`src/rtl/program_memory_loader_pkg.sv`:
```
// Shared types and constants for the framed program-memory loader:
// FSM state encoding, error codes and state-class helpers.
package program_memory_loader_pkg;

    typedef enum logic [3:0] {
        IDLE   = 4'd0,
        SYNC   = 4'd1,
        LEN_HI = 4'd2,
        LEN_LO = 4'd3,
        DATA   = 4'd4,
        WRITE  = 4'd5,
        CHECK  = 4'd6,
        DONE   = 4'd7,
        ERROR  = 4'd8
    } state_t;

    localparam logic [1:0] ERR_NONE    = 2'd0;
    localparam logic [1:0] ERR_LEN     = 2'd1;
    localparam logic [1:0] ERR_CSUM    = 2'd2;
    localparam logic [1:0] ERR_TIMEOUT = 2'd3;

    localparam logic [7:0] DEFAULT_SYNC_BYTE = 8'hA5;

    function automatic logic state_is_timed(input state_t s);
        return (s == LEN_HI) || (s == LEN_LO) || (s == DATA) || (s == CHECK);
    endfunction

    function automatic logic state_accepts_bytes(input state_t s);
        return (s == SYNC) || state_is_timed(s);
    endfunction

    function automatic logic state_holds_cpu(input state_t s);
        return (s != IDLE) && (s != DONE);
    endfunction

endpackage

```
`src/rtl/program_memory_loader_byte_word_assembler.sv`:
```
// Packs four bytes MSB-first into a word and keeps a running XOR checksum.
// Outputs look ahead by one byte so the caller can act on the byte being shifted.
module program_memory_loader_byte_word_assembler (
    input  logic        clk,
    input  logic        reset,
    input  logic        clear,
    input  logic        shift_en,
    input  logic [7:0]  byte_in,
    output logic [31:0] word,
    output logic        word_complete,
    output logic [7:0]  checksum
);

    logic [31:0] word_q;
    logic [1:0]  count_q;
    logic [7:0]  csum_q;

    // Shift register, byte counter and checksum accumulator
    always_ff @(posedge clk) begin
        if (reset || clear) begin
            word_q  <= 32'd0;
            count_q <= 2'd0;
            csum_q  <= 8'd0;
        end else if (shift_en) begin
            word_q  <= {word_q[23:0], byte_in};
            count_q <= count_q + 2'd1;
            csum_q  <= csum_q ^ byte_in;
        end else begin
            word_q  <= word_q;
            count_q <= count_q;
            csum_q  <= csum_q;
        end
    end

    assign word          = shift_en ? {word_q[23:0], byte_in} : word_q;
    assign word_complete = shift_en && (count_q == 2'd3);
    assign checksum      = shift_en ? (csum_q ^ byte_in) : csum_q;

endmodule

```
`src/rtl/program_memory_loader.sv`:
```
// Parses a framed byte stream (sync, length, big-endian words, XOR checksum)
// into one-cycle program-memory writes while holding the CPU in reset.
module program_memory_loader
    import program_memory_loader_pkg::*;
#(
    parameter logic [31:0] BASE_ADDRESS   = 32'h0040_0000,
    parameter int          MEMORY_DEPTH   = 300,
    parameter int          TIMEOUT_CYCLES = 100000,
    parameter logic [7:0]  SYNC_BYTE      = DEFAULT_SYNC_BYTE
) (
    input  logic        clk,
    input  logic        reset,
    input  logic        LoadStart,
    input  logic [7:0]  ByteIn,
    input  logic        ByteValid,
    output logic        ByteReady,
    output logic        MemWrite,
    output logic [31:0] MemAddress,
    output logic [31:0] MemWriteData,
    output logic        CPUHold,
    output logic        Done,
    output logic        Error,
    output logic [1:0]  ErrorCode,
    output logic [15:0] WordsLoaded
);

    localparam int                IDLE_W     = $clog2(TIMEOUT_CYCLES + 1);
    localparam logic [IDLE_W-1:0] IDLE_LIMIT = IDLE_W'(TIMEOUT_CYCLES - 1);

    state_t             state_q, state_d;
    logic [1:0]         err_code_d, err_code_q;
    logic               byte_ready_q, mem_write_q, cpu_hold_q, done_q, error_q;
    logic [31:0]        mem_addr_q, mem_data_q;
    logic [15:0]        words_q, len_q, len_s;
    logic [IDLE_W-1:0]  idle_q;
    logic               accept_s, timeout_s, asm_clear_s, asm_shift_s, asm_complete_s;
    logic [31:0]        asm_word_s;
    logic [7:0]         asm_csum_s;

    assign accept_s    = ByteValid && byte_ready_q;
    assign timeout_s   = state_is_timed(state_q) && !accept_s && (idle_q == IDLE_LIMIT);
    assign len_s       = {len_q[15:8], ByteIn};
    assign asm_clear_s = accept_s && (state_q == LEN_LO);
    assign asm_shift_s = accept_s && (state_q == DATA);

    program_memory_loader_byte_word_assembler u_byte_word_assembler (
        .clk           (clk),
        .reset         (reset),
        .clear         (asm_clear_s),
        .shift_en      (asm_shift_s),
        .byte_in       (ByteIn),
        .word          (asm_word_s),
        .word_complete (asm_complete_s),
        .checksum      (asm_csum_s)
    );

    // Next-state decode; err_code_d is only meaningful on entry to ERROR
    always_comb begin
        state_d    = state_q;
        err_code_d = ERR_NONE;
        case (state_q)
            IDLE, DONE, ERROR: begin
                if (LoadStart) state_d = SYNC;
                else           state_d = state_q;
            end
            SYNC: begin
                if (accept_s && (ByteIn == SYNC_BYTE)) state_d = LEN_HI;
                else                                   state_d = SYNC;
            end
            LEN_HI: begin
                if (accept_s)       state_d = LEN_LO;
                else if (timeout_s) begin state_d = ERROR; err_code_d = ERR_TIMEOUT; end
                else                state_d = LEN_HI;
            end
            LEN_LO: begin
                if (accept_s) begin
                    if ((len_s == 16'd0) || (len_s > 16'(MEMORY_DEPTH))) begin
                        state_d    = ERROR;
                        err_code_d = ERR_LEN;
                    end else begin
                        state_d = DATA;
                    end
                end else if (timeout_s) begin
                    state_d    = ERROR;
                    err_code_d = ERR_TIMEOUT;
                end else begin
                    state_d = LEN_LO;
                end
            end
            DATA: begin
                if (asm_complete_s) state_d = WRITE;
                else if (timeout_s) begin state_d = ERROR; err_code_d = ERR_TIMEOUT; end
                else                state_d = DATA;
            end
            WRITE: begin
                if ((words_q + 16'd1) == len_q) state_d = CHECK;
                else                            state_d = DATA;
            end
            CHECK: begin
                if (accept_s) begin
                    if (ByteIn == asm_csum_s) state_d = DONE;
                    else begin state_d = ERROR; err_code_d = ERR_CSUM; end
                end else if (timeout_s) begin
                    state_d    = ERROR;
                    err_code_d = ERR_TIMEOUT;
                end else begin
                    state_d = CHECK;
                end
            end
            default: state_d = IDLE;
        endcase
    end

    // FSM state and all registered outputs, loaded from the next state
    always_ff @(posedge clk) begin
        if (reset) begin
            state_q      <= IDLE;
            byte_ready_q <= 1'b0;
            mem_write_q  <= 1'b0;
            cpu_hold_q   <= 1'b0;
            done_q       <= 1'b0;
            error_q      <= 1'b0;
            err_code_q   <= ERR_NONE;
            words_q      <= 16'd0;
            len_q        <= 16'd0;
            mem_addr_q   <= 32'd0;
            mem_data_q   <= 32'd0;
            idle_q       <= '0;
        end else begin
            state_q      <= state_d;
            byte_ready_q <= state_accepts_bytes(state_d);
            cpu_hold_q   <= state_holds_cpu(state_d);
            mem_write_q  <= (state_d == WRITE);
            if (state_d == WRITE) begin
                mem_addr_q <= BASE_ADDRESS + {14'd0, words_q, 2'b00};
                mem_data_q <= asm_word_s;
            end
            if (accept_s && (state_q == LEN_HI)) len_q[15:8] <= ByteIn;
            if (accept_s && (state_q == LEN_LO)) len_q[7:0]  <= ByteIn;
            if (accept_s || (state_d != state_q)) idle_q <= '0;
            else if (state_is_timed(state_q))     idle_q <= idle_q + IDLE_W'(1);
            if ((state_d == SYNC) && (state_q != SYNC)) begin
                done_q     <= 1'b0;
                error_q    <= 1'b0;
                err_code_q <= ERR_NONE;
                words_q    <= 16'd0;
            end else begin
                if (state_q == WRITE) words_q <= words_q + 16'd1;
                if (state_d == DONE)  done_q  <= 1'b1;
                if ((state_d == ERROR) && (state_q != ERROR)) begin
                    error_q    <= 1'b1;
                    err_code_q <= err_code_d;
                end
            end
        end
    end

    assign ByteReady    = byte_ready_q;
    assign MemWrite     = mem_write_q;
    assign MemAddress   = mem_addr_q;
    assign MemWriteData = mem_data_q;
    assign CPUHold      = cpu_hold_q;
    assign Done         = done_q;
    assign Error        = error_q;
    assign ErrorCode    = err_code_q;
    assign WordsLoaded  = words_q;

endmodule

```
`config.mk`:
```
export PLATFORM = sky130hd
export DESIGN_NAME = program_memory_loader
export DESIGN_NICKNAME = d
export VERILOG_FILES = /design/src/rtl/program_memory_loader_pkg.sv /design/src/rtl/program_memory_loader_byte_word_assembler.sv /design/src/rtl/program_memory_loader.sv
export SDC_FILE = /design/constraint.sdc
export NUM_CORES = 1
export LEC_CHECK = 0
export BUFFER_PORTS_ARGS = -buffer_cell sky130_fd_sc_hd__buf_2
export CAP_MARGIN = 20
export CORE_ASPECT_RATIO = 1.1
export CORE_UTILIZATION = 60
export DETAILED_ROUTE_END_ITERATION = 16
export PLACE_DENSITY = 0.83
export SLEW_MARGIN = 30
export SYNTH_ARGS = -nofsm -noshare
export SYNTH_HDL_FRONTEND = slang
export SYNTH_SLANG_ARGS = --single-unit
```
`constraint.sdc`:
```
create_clock -name clk -period 4.7 [get_ports clk]
set_input_delay 0.47 -clock clk [delete_from_list [all_inputs] [get_ports clk]]
set_output_delay 0.47 -clock clk [all_outputs]
set_load 0.02 [all_outputs]
```
==> results.toml <==
[status]
status = "finished clean"

[timing]
finalSetupViolations = 0
finalClockSkew_ps = 7.26
worst-slew-pin-transition_ps = 882
layout_min_cycle_time_ps = 3730
fin_setup_tns_ps = 0
rsz0062_at_grt = "false"
slew_headroom_pct = 40.9
finalCritPeriodShare_pct = 79.4
hold_ws_ps = 390
fmax_mhz = 268
drv_slew = 0
hold_viol_final = 0

[floorplanning]
pin_count = 99
die_area_um2 = 12100
initial_core_util_pct = 62.8
rows = 40
die_h_um = 115
core-area_um2 = 11100
die_w_um = 105

[yosys]
yosys-top-cells-count = "nand2_1 (187), dfxtp_1 (144), mux2i_1 (57)"
syn-cell-area_um2 = 6980
synth-compound-area-share_pct = 9.39
synth_top_family_by_area = "simple AND/OR/NAND/NOR gates"
synth_top_flop_cell = "dfxtp_1"
synth_area_per_cell_um2 = 8.39
synth-adder-area-share_pct = 0.717
synth.area.mux_share_pct = 8.39
yosysTopAreaCellShare_pct = 41.3
ys_seq_elements = 144
synthXorXnorAreaFrac_pct = 7.53
synth_edf_count = 0
synth_cell_types = 69
synth.area.top_cells = "dfxtp_1 (41%), nand2_1 (10%), mux2i_1 (8.2%)"
ys_async_sr_fraction_pct = 0
yosysWarnings = 0
yosysMostFrequentCell = "nand2_1"
synthCells = 832
yosysTopAreaCell = "dfxtp_1"
ys_seq_area_share_pct = 41.3
synthSimpleGateAreaFrac_pct = 26.2

[placement]
place_congestion = 0.905
io_buffers = 83
hpwl_mm = 10.6

[pwr]
p_switching_uw = 585
vdd_drop_max_mv = 0.222
pwr-share-seq_pct = 45.0
switching_share_pct = 21.5
p_int_uw = 2140
clkPwrFrac_pct = 51.5
p_per_area_nw_per_um2 = 343
p_leak_uw = 0.00291
pwr-share-comb_pct = 3.5

[clock_network]
cts_tree = "done"
cts_num_sinks = 144
numCtsBuffers = 17
post-cts-setup-buffers = 0
insertion_delay_ps = 420
clkTransAtPathRegs_ps = 60
ctsHoldBuffers = 0
cts_root_buf = "clkbuf_16"
cts_resized = 0
h-tree-depth = 4
clockBufferDepth = 2

[flow_run]
cap_viol_max_count = 0

[drt]
drtIter0Drc = 452
drc_errors = 0
firstDrtPassIters = 6
avgRoutedWirePerCell_um = 15.4
wirelength_mm = 16.0
viasPerCell = 5.63
vias = 5863
detail-route-antenna-nets = 0

[setup_path]
worstPathCellList = "or4b_4, nor2_8, nand3_1, a221o_1, o211a_1, a21oi_2, and3_2, buf_12, mux2i_1"
worst_ep_required_time_ps = 5030
crit_cells = 9
crit_family = "simple AND/OR/NAND/NOR gates"
worstPathArrival_ps = 4070
cp-start-kind = "register"
cp-end-kind = "register"
cpPeakStageDelay_ps = 580
cp_slowest_cell = "or4b_4"
crit_type = "register to register"
path_buf_inv = 1
cp_max_fo = 36
rr_worst_depth = 9

[global_routing]
grt-ovfl-total = 0
antenna_found_initial = 0
track_usage_pct = 27.5
grt_pass1_vias = 5395
grt_max_degree = 75
grt_pass1_wl_mm = 26.4

[min_path]
hold_depth = 3
hp-class = "input pin to register"

[final_layout]
drive_gt1_share_pct = 17.0
num-nets-final = 899
syn_to_final_growth_pct = 13.7
antenna_cells = 0
## state kept, by name, summed over array words and instances, names as in the netlist, 4 cells and up
register	cells
MemAddress	17
MemWriteData	32
WordsLoaded	16
idle_q	17
len_q	16
state_q	4
u_byte_word_assembler.csum_q	8
u_byte_word_assembler.word_q	25
## tightest hold or removal path, cell delays in order
cell and delay (ps):
buf_2 160, nand2_1 70, a21oi_1 50
## worst paths after layout
| kind | end | slack [ps] | start |
|---|---|---|---|
| worst max register to register | MemAddress[10] | 970 | state_q[2] |
| worst max-delay path | MemAddress[10] | 970 | state_q[2] |
| worst min register to register | MemAddress[9] | 450 | MemAddress[9] |
| worst min-delay path | len_q[4] | 390 | ByteIn[4] |
## per-stage QoR
stage	std cells	total power [uW]	setup WS, ps	utilization (%)	instance area [um^2]
finish	1041	2720	966	71.4	7930
global route	1041	2800	749	71.4	7930
CTS	1041	2730	993	71.4	7930
detailed placement	1011	1350	1020	65.9	7330
global placement	1011	1350	1150	65.9	7320
floorplan	846	1330	1660	-	7030
## metal layers
layer | vias to the layer above | part of all wire [%] | global-route usage [%]
met5 | - | 0 | 0
met4 | 0 | 1.9 | 9.77
met3 | 34 | 7.0 | 5.84
met2 | 238 | 47 | 45.3
met1 | 2697 | 44 | 35.9
li1 | 2894 | - | -
## power by group through the flow
stage	Clock, uW	Combinational [uW]	Sequential, uW
detailed placement	0	94.9	1250
global placement	0	94.9	1250
finish	1400	96.1	1220
global route	1470	104	1220
CTS	1410	95.3	1220
floorplan	0	77.6	1250
## cells in the final DEF (no fill, tap or decap), types with 4 or more instances in the layout
| cell type | netlist | final |
|---|---|---|
| buf_2 | 11 | 83 |
| nor3b_1 | 5 | 5 |
| and3_1 | 8 | 7 |
| mux2i_1 | 57 | 57 |
| xnor2_1 | 40 | 40 |
| a21oi_1 | 45 | 45 |
| clkinv_2 | 0 | 4 |
| ha_1 | 4 | 4 |
| or3_1 | 5 | 5 |
| conb_1 | 1 | 15 |
| nor3_2 | 11 | 11 |
| inv_1 | 14 | 14 |
| a31oi_1 | 4 | 4 |
| nand2_1 | 187 | 186 |
| and2_1 | 9 | 9 |
| buf_4 | 15 | 7 |
| nor2_1 | 56 | 56 |
| o31ai_1 | 5 | 5 |
| nor3_1 | 23 | 23 |
| nand4_1 | 12 | 12 |
| nor2b_1 | 6 | 6 |
| dfxtp_1 | 144 | 144 |
| nand3_1 | 25 | 25 |
| clkbuf_16 | 0 | 17 |
| o21ai_0 | 8 | 8 |
| nor4_1 | 6 | 6 |
| bufinv_16 | 0 | 4 |
| xor2_1 | 20 | 20 |
## cells by family (layout without fill, tap and decap cells)
kind of cell	Yosys count	in the layout
AOI/OAI and AO/OA	99	99
xor gates and xnor gates	60	60
adders and majority gates	4	4
buffers and inverters	88	136
DFF	144	144
muxes	58	58
other	1	15
and+or+nand+nor	378	378
## cell type report
type,count,area [um^2]
inverters,15,56.3
clock inverters,11,164
clock buffers,19,443
fillers,888,3180
well taps,147,184
flip-flops and latches,144,2880
multi-input cells,614,3720
repair buffers,91,488
Note: power is estimated with default switching activity, not from simulation.
